**src/rtl/pll_cfg_pkg.sv**
```systemverilog
// Shared definitions for the PLL mode reconfiguration sequencer.
// Holds the FSM state encoding, the reconfig IP register map, and the default
// fractional-K words for the two video standards.
package pll_cfg_pkg;

  // The ST_ prefix keeps the settle state clear of the SETTLE cycle-count parameter.
  typedef enum logic [2:0] {
    ST_IDLE,
    ST_W_MODE,
    ST_W_FRAC,
    ST_W_START,
    ST_SETTLE,
    ST_WAIT_IP,
    ST_WAIT_LOCK
  } state_t;

  localparam logic [5:0]  REG_MODE  = 6'd0;
  localparam logic [5:0]  REG_FRAC  = 6'd7;
  localparam logic [5:0]  REG_START = 6'd2;

  localparam logic [31:0] FRAC_PAL_DEF  = 32'h1544_8515;  // 28.384615 MHz x2
  localparam logic [31:0] FRAC_NTSC_DEF = 32'h29E2_B79B;  // 28.636299 MHz x2

endpackage

```
**src/rtl/cdc_sync2.sv**
```systemverilog
// Two-flop bit synchronizer into the CLK_50M domain.
// Ports:
//   CLK_50M  in  destination clock
//   reset    in  synchronous, active-high; clears both flops
//   d        in  asynchronous input bit
//   q        out synchronized bit, two cycles of latency
module cdc_sync2 (
  input  logic CLK_50M,
  input  logic reset,
  input  logic d,
  output logic q
);

  logic meta;

  always_ff @(posedge CLK_50M) begin
    if (reset) begin
      meta <= 1'b0;
      q    <= 1'b0;
    end else begin
      meta <= d;
      q    <= meta;
    end
  end

endmodule

```
**src/rtl/pll_mode_cfg_seq.sv**
```systemverilog
// PLL mode reconfiguration sequencer.
// On a PAL/NTSC change (or once after reset) it writes MODE, FRAC and START to the
// PLL reconfig IP over Avalon-MM, lets the IP settle, waits for it to finish, then
// waits for lock (with timeout). The core clock enable is held off meanwhile.
// Ports:
//   CLK_50M, reset            clock, synchronous active-high reset
//   pal, pll_locked           asynchronous inputs, synchronized internally
//   mgmt_waitrequest          reconfig IP stall
//   mgmt_write/address/writedata  Avalon-MM write master
//   cur_mode                  mode last applied (1=PAL), updated at done
//   busy                      sequence in progress
//   clk_hold                  force core clk_en low
//   done                      one-cycle pulse when a sequence ends
//   lock_err                  sticky lock timeout flag
module pll_mode_cfg_seq
  import pll_cfg_pkg::*;
#(
  parameter logic [31:0] FRAC_PAL      = FRAC_PAL_DEF,
  parameter logic [31:0] FRAC_NTSC     = FRAC_NTSC_DEF,
  parameter int unsigned SETTLE        = 4,
  parameter int unsigned LOCK_TIMEOUT  = 500000,
  parameter bit          INIT_ON_RESET = 1'b1
) (
  input  logic        CLK_50M,
  input  logic        reset,
  input  logic        pal,
  input  logic        pll_locked,
  input  logic        mgmt_waitrequest,
  output logic        mgmt_write,
  output logic [5:0]  mgmt_address,
  output logic [31:0] mgmt_writedata,
  output logic        cur_mode,
  output logic        busy,
  output logic        clk_hold,
  output logic        done,
  output logic        lock_err
);

  localparam logic [19:0] SETTLE_LAST = 20'(SETTLE - 1);
  localparam logic [19:0] LOCK_LAST   = 20'(LOCK_TIMEOUT - 1);

  logic pal_s, lock_s;

  cdc_sync2 u_sync_pal  (.CLK_50M(CLK_50M), .reset(reset), .d(pal),        .q(pal_s));
  cdc_sync2 u_sync_lock (.CLK_50M(CLK_50M), .reset(reset), .d(pll_locked), .q(lock_s));

  state_t      state, state_nx;
  logic        tgt, tgt_nx;
  logic        pending, pending_nx;
  logic [19:0] cnt, cnt_nx;
  logic        cur_mode_nx, busy_nx, clk_hold_nx, done_nx, lock_err_nx;

  always_ff @(posedge CLK_50M) begin
    if (reset) begin
      state    <= ST_IDLE;
      tgt      <= 1'b0;
      pending  <= INIT_ON_RESET;
      cnt      <= '0;
      cur_mode <= 1'b0;
      busy     <= 1'b0;
      clk_hold <= INIT_ON_RESET;
      done     <= 1'b0;
      lock_err <= 1'b0;
    end else begin
      state    <= state_nx;
      tgt      <= tgt_nx;
      pending  <= pending_nx;
      cnt      <= cnt_nx;
      cur_mode <= cur_mode_nx;
      busy     <= busy_nx;
      clk_hold <= clk_hold_nx;
      done     <= done_nx;
      lock_err <= lock_err_nx;
    end
  end

  always_comb begin
    state_nx       = state;
    tgt_nx         = tgt;
    pending_nx     = pending;
    cnt_nx         = cnt;
    cur_mode_nx    = cur_mode;
    busy_nx        = busy;
    clk_hold_nx    = clk_hold;
    done_nx        = 1'b0;
    lock_err_nx    = lock_err;
    mgmt_write     = 1'b0;
    mgmt_address   = '0;
    mgmt_writedata = '0;

    case (state)
      ST_IDLE: begin
        // Target is latched here so a pal change mid-sequence cannot tear the writes;
        // it is picked up by the next pass through IDLE instead.
        if (pending || (pal_s != cur_mode)) begin
          tgt_nx      = pal_s;
          busy_nx     = 1'b1;
          clk_hold_nx = 1'b1;
          state_nx    = ST_W_MODE;
        end
      end
      ST_W_MODE: begin
        mgmt_write   = 1'b1;
        mgmt_address = REG_MODE;
        if (!mgmt_waitrequest) state_nx = ST_W_FRAC;
      end
      ST_W_FRAC: begin
        mgmt_write     = 1'b1;
        mgmt_address   = REG_FRAC;
        mgmt_writedata = tgt ? FRAC_PAL : FRAC_NTSC;
        if (!mgmt_waitrequest) state_nx = ST_W_START;
      end
      ST_W_START: begin
        mgmt_write   = 1'b1;
        mgmt_address = REG_START;
        if (!mgmt_waitrequest) begin
          state_nx = ST_SETTLE;
          cnt_nx   = '0;
        end
      end
      ST_SETTLE: begin
        // The IP needs a few cycles before waitrequest reflects the reconfig in progress.
        if (cnt == SETTLE_LAST) begin
          cnt_nx   = '0;
          state_nx = ST_WAIT_IP;
        end else begin
          cnt_nx = cnt + 20'd1;
        end
      end
      ST_WAIT_IP: begin
        if (!mgmt_waitrequest) begin
          cnt_nx   = '0;
          state_nx = ST_WAIT_LOCK;
        end
      end
      ST_WAIT_LOCK: begin
        // A timeout still finishes the sequence so the core is never held forever.
        if (lock_s || (cnt == LOCK_LAST)) begin
          if (!lock_s) lock_err_nx = 1'b1;
          state_nx    = ST_IDLE;
          done_nx     = 1'b1;
          cur_mode_nx = tgt;
          busy_nx     = 1'b0;
          clk_hold_nx = 1'b0;
          pending_nx  = 1'b0;
        end else begin
          cnt_nx = cnt + 20'd1;
        end
      end
      default: state_nx = ST_IDLE;
    endcase
  end

endmodule

```
**config.mk**
```make
export PLATFORM = sky130hd
export DESIGN_NAME = pll_mode_cfg_seq
export DESIGN_NICKNAME = d
export VERILOG_FILES = /design/src/rtl/pll_cfg_pkg.sv /design/src/rtl/cdc_sync2.sv /design/src/rtl/pll_mode_cfg_seq.sv
export SDC_FILE = /design/constraint.sdc
export NUM_CORES = 1
export LEC_CHECK = 0
export BUFFER_PORTS_ARGS = -buffer_cell sky130_fd_sc_hd__buf_2
export CORE_UTILIZATION = 53
export DETAILED_ROUTE_END_ITERATION = 10
export PLACE_DENSITY = 0.81
export REMOVE_ABC_BUFFERS = 1
export SYNTH_ARGS = -nofsm -noshare
export SYNTH_HDL_FRONTEND = slang
export SYNTH_HIERARCHICAL = 1
export SYNTH_SLANG_ARGS = --single-unit
```
**constraint.sdc**
```tcl
create_clock -name CLK_50M -period 3.15 [get_ports CLK_50M]
set_clock_uncertainty 0.15 [all_clocks]
set_input_delay 0.1575 -clock CLK_50M [delete_from_list [all_inputs] [get_ports CLK_50M]]
set_output_delay 0.1575 -clock CLK_50M [all_outputs]
set_load 0.05 [all_outputs]
```
==> impl_metrics.tcl, run 1 <==
set metrics [dict create \
    outcome "finished clean" \
    cts.clk_slew.worst_paths_ns 0.07 \
    diodes 0 \
    yosysSeqAreaShare_pct 34.1 \
    vdd_drop_max_mv 0.290 \
    wl_um 4220 \
    leakage_nw 0.872 \
    maxCapViolCount 0 \
    hold_class "primary input to flop" \
    required_ns 3.21 \
    largestRegisters "cnt (20), state (3)" \
    dp.cells 306 \
    dp_hpwl_um 2900 \
    seqPwrFrac_pct 44.5 \
    rsz0062_at_grt "no" \
    cp.arrival_ns 2.95 \
    min_period_ns 2.89 \
    vias_per_cell 5.47 \
    synth_cell_types 48 \
    final_common_cell "buf_2" \
    drv_slew 0 \
    dieArea_um2 4020 \
    setup_tns_ns 0 \
    setup_slack_ns 0.257 \
    clkLatencyLatePin_ns 0.29 \
    grt_pass1_wl_um 7270 \
    synth_edf_count 0 \
    synth.avg_cell_area_um2 7.89 \
    async_flop_share_pct 0 \
    cts_root_buf "clkbuf_8" \
    pin_count 49 \
    place_ws_ns 0.442 \
    largest-register "cnt" \
    avgRoutedWirePerCell_um 13.4 \
    grt_max_degree 19 \
    cp_max_fo 16 \
    final_cell_mix "35 x buf_2, 34 x dfxtp_1, 21 x nand2_1" \
    final_area_um2 2100 \
    yosysWarnings 6 \
    start_util_pct 57.6 \
    gr-total-overflow 0 \
    port_buffers 35 \
    cts_num_sinks 34 \
    placed_cell_area_um2 1990 \
    ant_nets 0 \
    num_vias 1729 \
    intPower_mw 0.659 \
    first_pass_iters 4 \
    switchingPower_mw 0.362 \
    largest_register_ffs 20 \
    endpoint_kind "flop" \
    cts_resized 0 \
    max_slew_margin_pct 8.00 \
    start_kind "flop" \
    cts_tree "yes" \
    grt_usage_pct 22.7 \
    postSynthCellCount 253 \
    layoutNonFillerInstCount 316 \
    crit_start "cnt[0]" \
    fmax_mhz 346 \
    power_frac_comb_pct 22.1 \
    layout-drive-gt1-share_pct 20.4 \
    synth.ff_latch_count 34 \
    fin_crit_sh_pct 91.8 \
    fp.dieH_um 63.4 \
    rows 21 \
    cts_made_buffers 5 \
    antenna_found_initial 0 \
    core_area_um2 3470 \
    drt_iter0_markers 115 \
    p_per_area_nw_per_um2 485 \
    first_global_vias 1530 \
    worst_slew_pin_slew_ns 1.38 \
    synth_flop_cell "dfxtp_1" \
    p_sw_share_pct 35.5 \
    final_net_count 275 \
    hold_viol 0 \
    chipWidth_um 63.4 \
    htreeDepth 2 \
    area_growth_pct 5.33 \
    syn_area_um2 2000 \
    setup_violations 0 \
    routabilityCongestion 0.819 \
    power.share.clock_pct 33.4 \
    path_class "flop to flop" \
    rrSetupSlack_ns 0.26 \
    drc 0 \
    hp-start "mgmt_waitrequest" \
    cts_buffer_depth 2 \
    fin_util_pct 60.6 \
    worstReg2RegStart "cnt[0]" \
]
## power by group through the flow
stage          clock (mW)  sequential [mW]  combinational, mW
2_1_floorplan           0            0.464              0.173
3_3_place_gp            0            0.462              0.218
3_5_place_dp            0            0.463              0.221
4_1_cts             0.345            0.453              0.224
5_1_grt             0.369            0.456              0.237
6_report            0.341            0.454              0.225
## cells by family (layout without fill, tap and decap cells)
group,Yosys count,in the layout,share of synthesized area [%]
multiplexers,3,3,1.50
flip-flops,34,34,34.1
AND/OR/NAND/NOR,89,89,24.1
AO/OA/AOI/OAI,64,64,20.6
XOR/XNOR,1,1,0.439
adder cells (fa/ha/maj),1,1,0.626
buffers and inverters,60,65,18.5
other,1,13,0.188
## worst max-delay path, cell delays in order, from the launching register on
cell and delay [ns]:
dfxtp_1 0.35, ha_1 0.24, nor4b_1 0.17, and3_1 0.19
a31o_2 0.28, a21oi_1 1.07, a21oi_1 0.16, o21ai_0 0.20
## Yosys cell counts, types with 2 or more instances
library cell | instances | share of area, %
and2_1 | 2 | 0.63
o41ai_1 | 3 | 1.3
nand4_1 | 3 | 0.94
inv_1 | 18 | 3.4
a21oi_1 | 18 | 4.5
nor3_1 | 7 | 1.8
nand2_1 | 21 | 3.9
nor2b_1 | 5 | 1.6
a211oi_1 | 2 | 0.75
or3_1 | 10 | 3.1
clkbuf_1 | 3 | 0.56
a22oi_1 | 4 | 1.5
o21ai_0 | 19 | 4.8
nand2b_1 | 3 | 0.94
nor2_1 | 16 | 3.0
buf_4 | 34 | 13
nor4_1 | 2 | 0.63
o22ai_1 | 3 | 0.94
and3_1 | 3 | 0.94
a21o_1 | 2 | 0.75
dfxtp_1 | 34 | 34
nand3_1 | 9 | 2.3
buf_2 | 3 | 0.75
mux2i_1 | 3 | 1.5
a31oi_1 | 2 | 0.63
o21a_1 | 2 | 0.75
## through the flow
step           hold slack (ns)  total power [mW]
5_1_grt                 0.0846              1.06
2_1_floorplan           0.0766             0.637
4_1_cts                 0.0610              1.02
3_5_place_dp             0.224             0.684
6_report                0.0615              1.02
3_3_place_gp             0.215             0.681
## final timing paths
path	end	cells after the start
min reg2reg	u_sync_lock/q	1
max reg2reg	cnt[4]	7
min	state[2]	4
max	cnt[4]	7
## what timing repair did
action                    CTS  global route
hold endpoints to repair    2             0
hold buffers                2             0
setup buffers               0             0
## per-layer routing
metal / track usage (%) / wire length [µm]
met1: 29.6 / 1930
met4: 9.09 / 55
met5: 0 / 0
met2: 35.5 / 2000
met3: 5.62 / 237
## cell type report
class / count / area [µm²]
multi-input combinational: 171 / 992
clock inverter: 2 / 12.5
sequential: 34 / 681
fill: 308 / 1370
tap: 46 / 57.6
timing repair buffer: 39 / 210
clock buffer: 6 / 82.6
inverter: 18 / 67.6
Power figures use the tool's default switching activity.
==> inputs of run 2 (changes only) <==
Settings changed: MAX_ROUTING_LAYER set to met4.
==> run 2 against run 1 <==
Net effect: combinational power about the same; non-clock buffer count unchanged; global-route usage up 0.64 points; fmax grew 0.66%; total power about the same; critical path type unchanged.
==> impl_metrics.tcl, run 2 (synthesized netlist as in run 1, its figures left out) <==
set metrics [dict create \
    reg2reg_depth 7 \
    fin_crit_sh_pct 91.2 \
    port_buffers 35 \
    max_slew_margin_pct 9.46 \
    fmax_mhz 348 \
    num_vias 1724 \
    first_pass_iters 4 \
    hp-start "mgmt_waitrequest" \
    r2r-end "cnt[4]" \
    ant_nets 0 \
    crit_top_cell "a21oi_1" \
    setup_violations 0 \
    cts_made_buffers 5 \
    required_ns 3.21 \
    gr-total-overflow 0 \
    maxCapViolCount 0 \
    cp_max_fo 16 \
    outcome "finished clean" \
    largest_register_ffs 20 \
    dp_hpwl_um 2900 \
    vias_per_cell 5.46 \
    layout-drive-gt1-share_pct 20.4 \
    final_cell_mix "35 x buf_2, 34 x dfxtp_1, 21 x nand2_1" \
    area_growth_pct 5.33 \
    drv_slew 0 \
    cts.clk_slew.worst_paths_ns 0.07 \
    crit_slowest_cell "a21oi_1" \
    rows 21 \
    clkLatencyLatePin_ns 0.29 \
    largest-register "cnt" \
    antenna_found_initial 0 \
    place_ws_ns 0.442 \
    cts_tree "yes" \
    grt_max_degree 19 \
    cts_buffer_depth 2 \
    endpoint_kind "flop" \
    worstPathCellList "ha_1 -> nor4b_1 -> and3_1 -> a31o_2 -> a21oi_1 -> a21oi_1 -> o21ai_0" \
    rrSetupSlack_ns 0.28 \
    leakage_nw 0.872 \
    finalPower_mw 1.02 \
    first_global_vias 1530 \
    min_to "state[2]" \
    min_period_ns 2.87 \
    worst_slew_pin_slew_ns 1.36 \
    grt_usage_pct 23.3 \
    core_area_um2 3470 \
    routabilityCongestion 0.831 \
    worstReg2RegStart "cnt[0]" \
    path_class "flop to flop" \
    pin_count 49 \
    hold_viol 0 \
    worstHoldPathCells 4 \
    post-cts-setup-buffer-count 0 \
    setup_slack_ns 0.276 \
    hold_class "primary input to flop" \
    p_per_area_nw_per_um2 485 \
    slowest_delay_ns 1.05 \
    avgRoutedWirePerCell_um 13.3 \
    drt_iter0_markers 108 \
    wl_um 4200 \
    final_common_cell "buf_2" \
    start_kind "flop" \
    cp.arrival_ns 2.93 \
    largestRegisters "cnt (20), state (3)" \
    vdd_drop_max_mv 0.291 \
    fp.dieH_um 63.4 \
    drc 0 \
    chipWidth_um 63.4 \
    grt_pass1_wl_um 7270 \
    dieArea_um2 4020 \
    diodes 0 \
    cts_num_sinks 34 \
    rsz0062_at_grt "no" \
    final_net_count 275 \
    start_util_pct 57.6 \
    htreeDepth 2 \
    cts_root_buf "clkbuf_8" \
]
[run 2: cell counts in the layout (fill, tap and decap cells not counted)]
Identical to the previous run, type by type.
[run 2: area by class of cell]
| cell class | count | area [µm²] |
|---|---|---|
| Multi-Input combinational cell | 171 | 992 |
| Sequential cell | 34 | 681 |
| Clock inverter | 2 | 12.5 |
| Fill cell | 308 | 1370 |
| Tap cell | 46 | 57.6 |
| Clock buffer | 6 | 82.6 |
| Inverter | 18 | 67.6 |
| Timing Repair Buffer | 39 | 210 |
[run 2: timing repair]
item | 4_1_cts | 5_1_grt
hold endpoints to repair | 2 | 0
resized for setup | 0 | 0
hold buffers | 2 | 0
[run 2: worst max-delay path by stage]
stage	from	endpoint	slack, ns
CTS	cnt[0]	cnt[4]	0.37
finish	cnt[0]	cnt[4]	0.28
floorplan	state[2]	mgmt_writedata[12]	-8.69
detailed placement	cnt[0]	cnt[11]	0.44
global route	cnt[0]	cnt[17]	0.15
global placement	cnt[0]	cnt[2]	0.51
[run 2: routing by layer]
| layer | global-route usage [%] | vias to the layer above | wire length, µm |
|---|---|---|---|
| met5 | - | - | 0 |
| met1 | 29.5 | 798 | 1920 |
| met3 | 5.62 | 6 | 225 |
| met4 | 9.09 | 0 | 52 |
| met2 | 35.6 | 55 | 2000 |
| li1 | - | 865 | - |
[run 2: critical path, delay by kind of cell, from the launching register on]
family	cells	cell delay, ns
AND/OR/NAND/NOR	2	0.36
flip-flops	1	0.35
adder cells (fa/ha/maj)	1	0.24
AO/OA/AOI/OAI	4	1.69
[run 2: power breakdown]
group          switching (mW)  internal, mW
clock                   0.165         0.176
sequential             0.0153         0.439
combinational           0.181        0.0441
total                   0.361         0.659
[run 2: stage by stage]
| stage | setup TNS, ns | hold slack, ns | utilization (%) | cells | area, µm² |
|---|---|---|---|---|---|
| 6_report | 0 | 0.0621 | 60.6 | 316 | 2100 |
| 5_1_grt | 0 | 0.0846 | 60.6 | 316 | 2100 |
| 4_1_cts | 0 | 0.0610 | 60.6 | 316 | 2100 |
| 3_5_place_dp | 0 | 0.224 | 57.3 | 306 | 1990 |
| 3_3_place_gp | 0 | 0.215 | 57.3 | 306 | 1990 |
| 2_1_floorplan | -125.98 | 0.0766 | - | 223 | 1740 |
==> inputs of run 3 (changes only) <==
Settings changed: RECOVER_POWER set to 25.
==> run 3 against run 2 <==
Net effect: clock-buffer cell count stayed put; final cell count stayed put; combinational power hardly changed; core utilization is 0.76 points lower; sequential share of layout area is 0.41 points higher; worst hold slack better by 0.0066 ns; clock power hardly changed; die area stayed put; non-clock buffer count stayed put; highest routed layer unchanged; largest power group unchanged; sequential power hardly changed; setup slack worse by 0.013 ns; first-iteration DRC count is 11% higher.
==> impl_metrics.tcl, run 3 (synthesized netlist as in run 1, its figures left out) <==
set metrics [dict create \
    diodes 0 \
    post-cts-setup-buffer-count 0 \
    rsz0062_at_grt "no" \
    final_net_count 275 \
    largest-register "cnt" \
    drc 0 \
    path_buf_inv 0 \
    rows 21 \
    start_kind "flop" \
    power.share.clock_pct 33.3 \
    p_sw_share_pct 35.4 \
    chipWidth_um 63.4 \
    antenna_found_initial 0 \
    intPower_mw 0.657 \
    cts_num_sinks 34 \
    power_frac_comb_pct 22.0 \
    leakage_nw 0.822 \
    hold_viol 0 \
    clkLatencyLatePin_ns 0.29 \
    routabilityCongestion 0.831 \
    fin_util_pct 59.9 \
    outcome "finished clean" \
    largestRegisters "cnt (20), state (3)" \
    setup_violations 0 \
    path_class "flop to flop" \
    cp.arrival_ns 2.94 \
    cts_buffer_depth 2 \
    min_period_ns 2.89 \
    worstPathCellList "ha_1 -> nor4b_1 -> and3_1 -> a31o_2 -> a21oi_1 -> a21oi_1 -> o21ai_0" \
    required_ns 3.21 \
    seqPwrFrac_pct 44.7 \
    fp.dieH_um 63.4 \
    layoutNonFillerInstCount 316 \
    fmax_mhz 346 \
    area_growth_pct 4.01 \
    dieArea_um2 4020 \
    cpLargestDelayFamily "compound AO/OA/AOI/OAI gates" \
    drt_iter0_markers 120 \
    num_vias 1736 \
    cp_max_fo 16 \
    vdd_drop_max_mv 0.288 \
    place_ws_ns 0.442 \
    wl_um 4200 \
    grt_max_degree 19 \
    pin_count 49 \
    worst_slew_pin_slew_ns 1.37 \
    final_common_cell "dfxtp_1" \
    finalPower_mw 1.02 \
    max_slew_margin_pct 8.43 \
    avgRoutedWirePerCell_um 13.3 \
    worst_hold_slack_ns 0.0687 \
    setup_slack_ns 0.263 \
    first_pass_iters 4 \
    endpoint_kind "flop" \
    start_util_pct 57.6 \
    vias_per_cell 5.49 \
    cts_root_buf "clkbuf_8" \
    ant_nets 0 \
    hold_class "primary input to flop" \
    slowest_delay_ns 1.07 \
    grt_pass1_wl_um 7270 \
    gr-total-overflow 0 \
    crit_slowest_cell "a21oi_1" \
    cts.clk_slew.worst_paths_ns 0.07 \
    final_cell_mix "34 x dfxtp_1, 26 x buf_2, 21 x nand2_1" \
    cts_tree "yes" \
    htreeDepth 2 \
    cts_made_buffers 5 \
    maxCapViolCount 0 \
    p_per_area_nw_per_um2 489 \
    layout-drive-gt1-share_pct 16.7 \
    port_buffers 35 \
    switchingPower_mw 0.359 \
    grt_usage_pct 23.3 \
    largest_register_ffs 20 \
    drv_slew 0 \
    first_global_vias 1530 \
    fin_crit_sh_pct 91.7 \
    crit_top_cell "a21oi_1" \
    dp_hpwl_um 2900 \
    dp.cells 306 \
    core_area_um2 3470 \
]
[run 3: repair_timing]
item / CTS / global route
gates resized for setup: 0 / 0
endpoints found under the hold margin: 2 / 0
hold buffers: 2 / 0
[run 3: layout make-up]
cell class / instances / area, µm²
clock buffers: 6 / 82.6
multi-input cells: 171 / 977
flip-flops and latches: 34 / 681
fillers: 316 / 1390
clock inverters: 2 / 12.5
inverters: 18 / 67.6
well taps: 46 / 57.6
repair buffers: 39 / 199
[run 3: stage by stage]
stage | area, µm² | setup TNS, ns
after detailed placement | 1990 | 0
after global placement | 1990 | 0
after global routing | 2080 | 0
after floorplan | 1740 | -125.98
after CTS | 2100 | 0
final | 2080 | 0
[run 3: path summary, 6_finish.rpt]
| check | end | slack, ns | depth (start not counted) | from |
|---|---|---|---|---|
| max | cnt[4] | 0.26 | 7 | cnt[0] |
| min | state[2] | 0.07 | 4 | mgmt_waitrequest |
| max reg2reg | cnt[4] | 0.26 | 7 | cnt[0] |
| min reg2reg | u_sync_lock/q | 0.30 | 1 | u_sync_lock/meta |
[run 3: metal layers]
metal | share of wire (%) | track usage [%]
met4 | 2.3 | 9.09
met2 | 47 | 35.6
met3 | 6.2 | 5.62
met5 | 0 | -
met1 | 44 | 29.5
[run 3: worst min-delay path: stages]
cell	delay (ns)
buf_2	0.11
nor2_1	0.08
nand2_1	0.07
a21oi_1	0.05
[run 3: power groups by stage]
| stage | Sequential (mW) | Combinational, mW | Clock [mW] |
|---|---|---|---|
| floorplan | 0.464 | 0.173 | 0 |
| global placement | 0.462 | 0.218 | 0 |
| detailed placement | 0.463 | 0.221 | 0 |
| CTS | 0.453 | 0.224 | 0.345 |
| global route | 0.456 | 0.236 | 0.369 |
| finish | 0.454 | 0.224 | 0.338 |
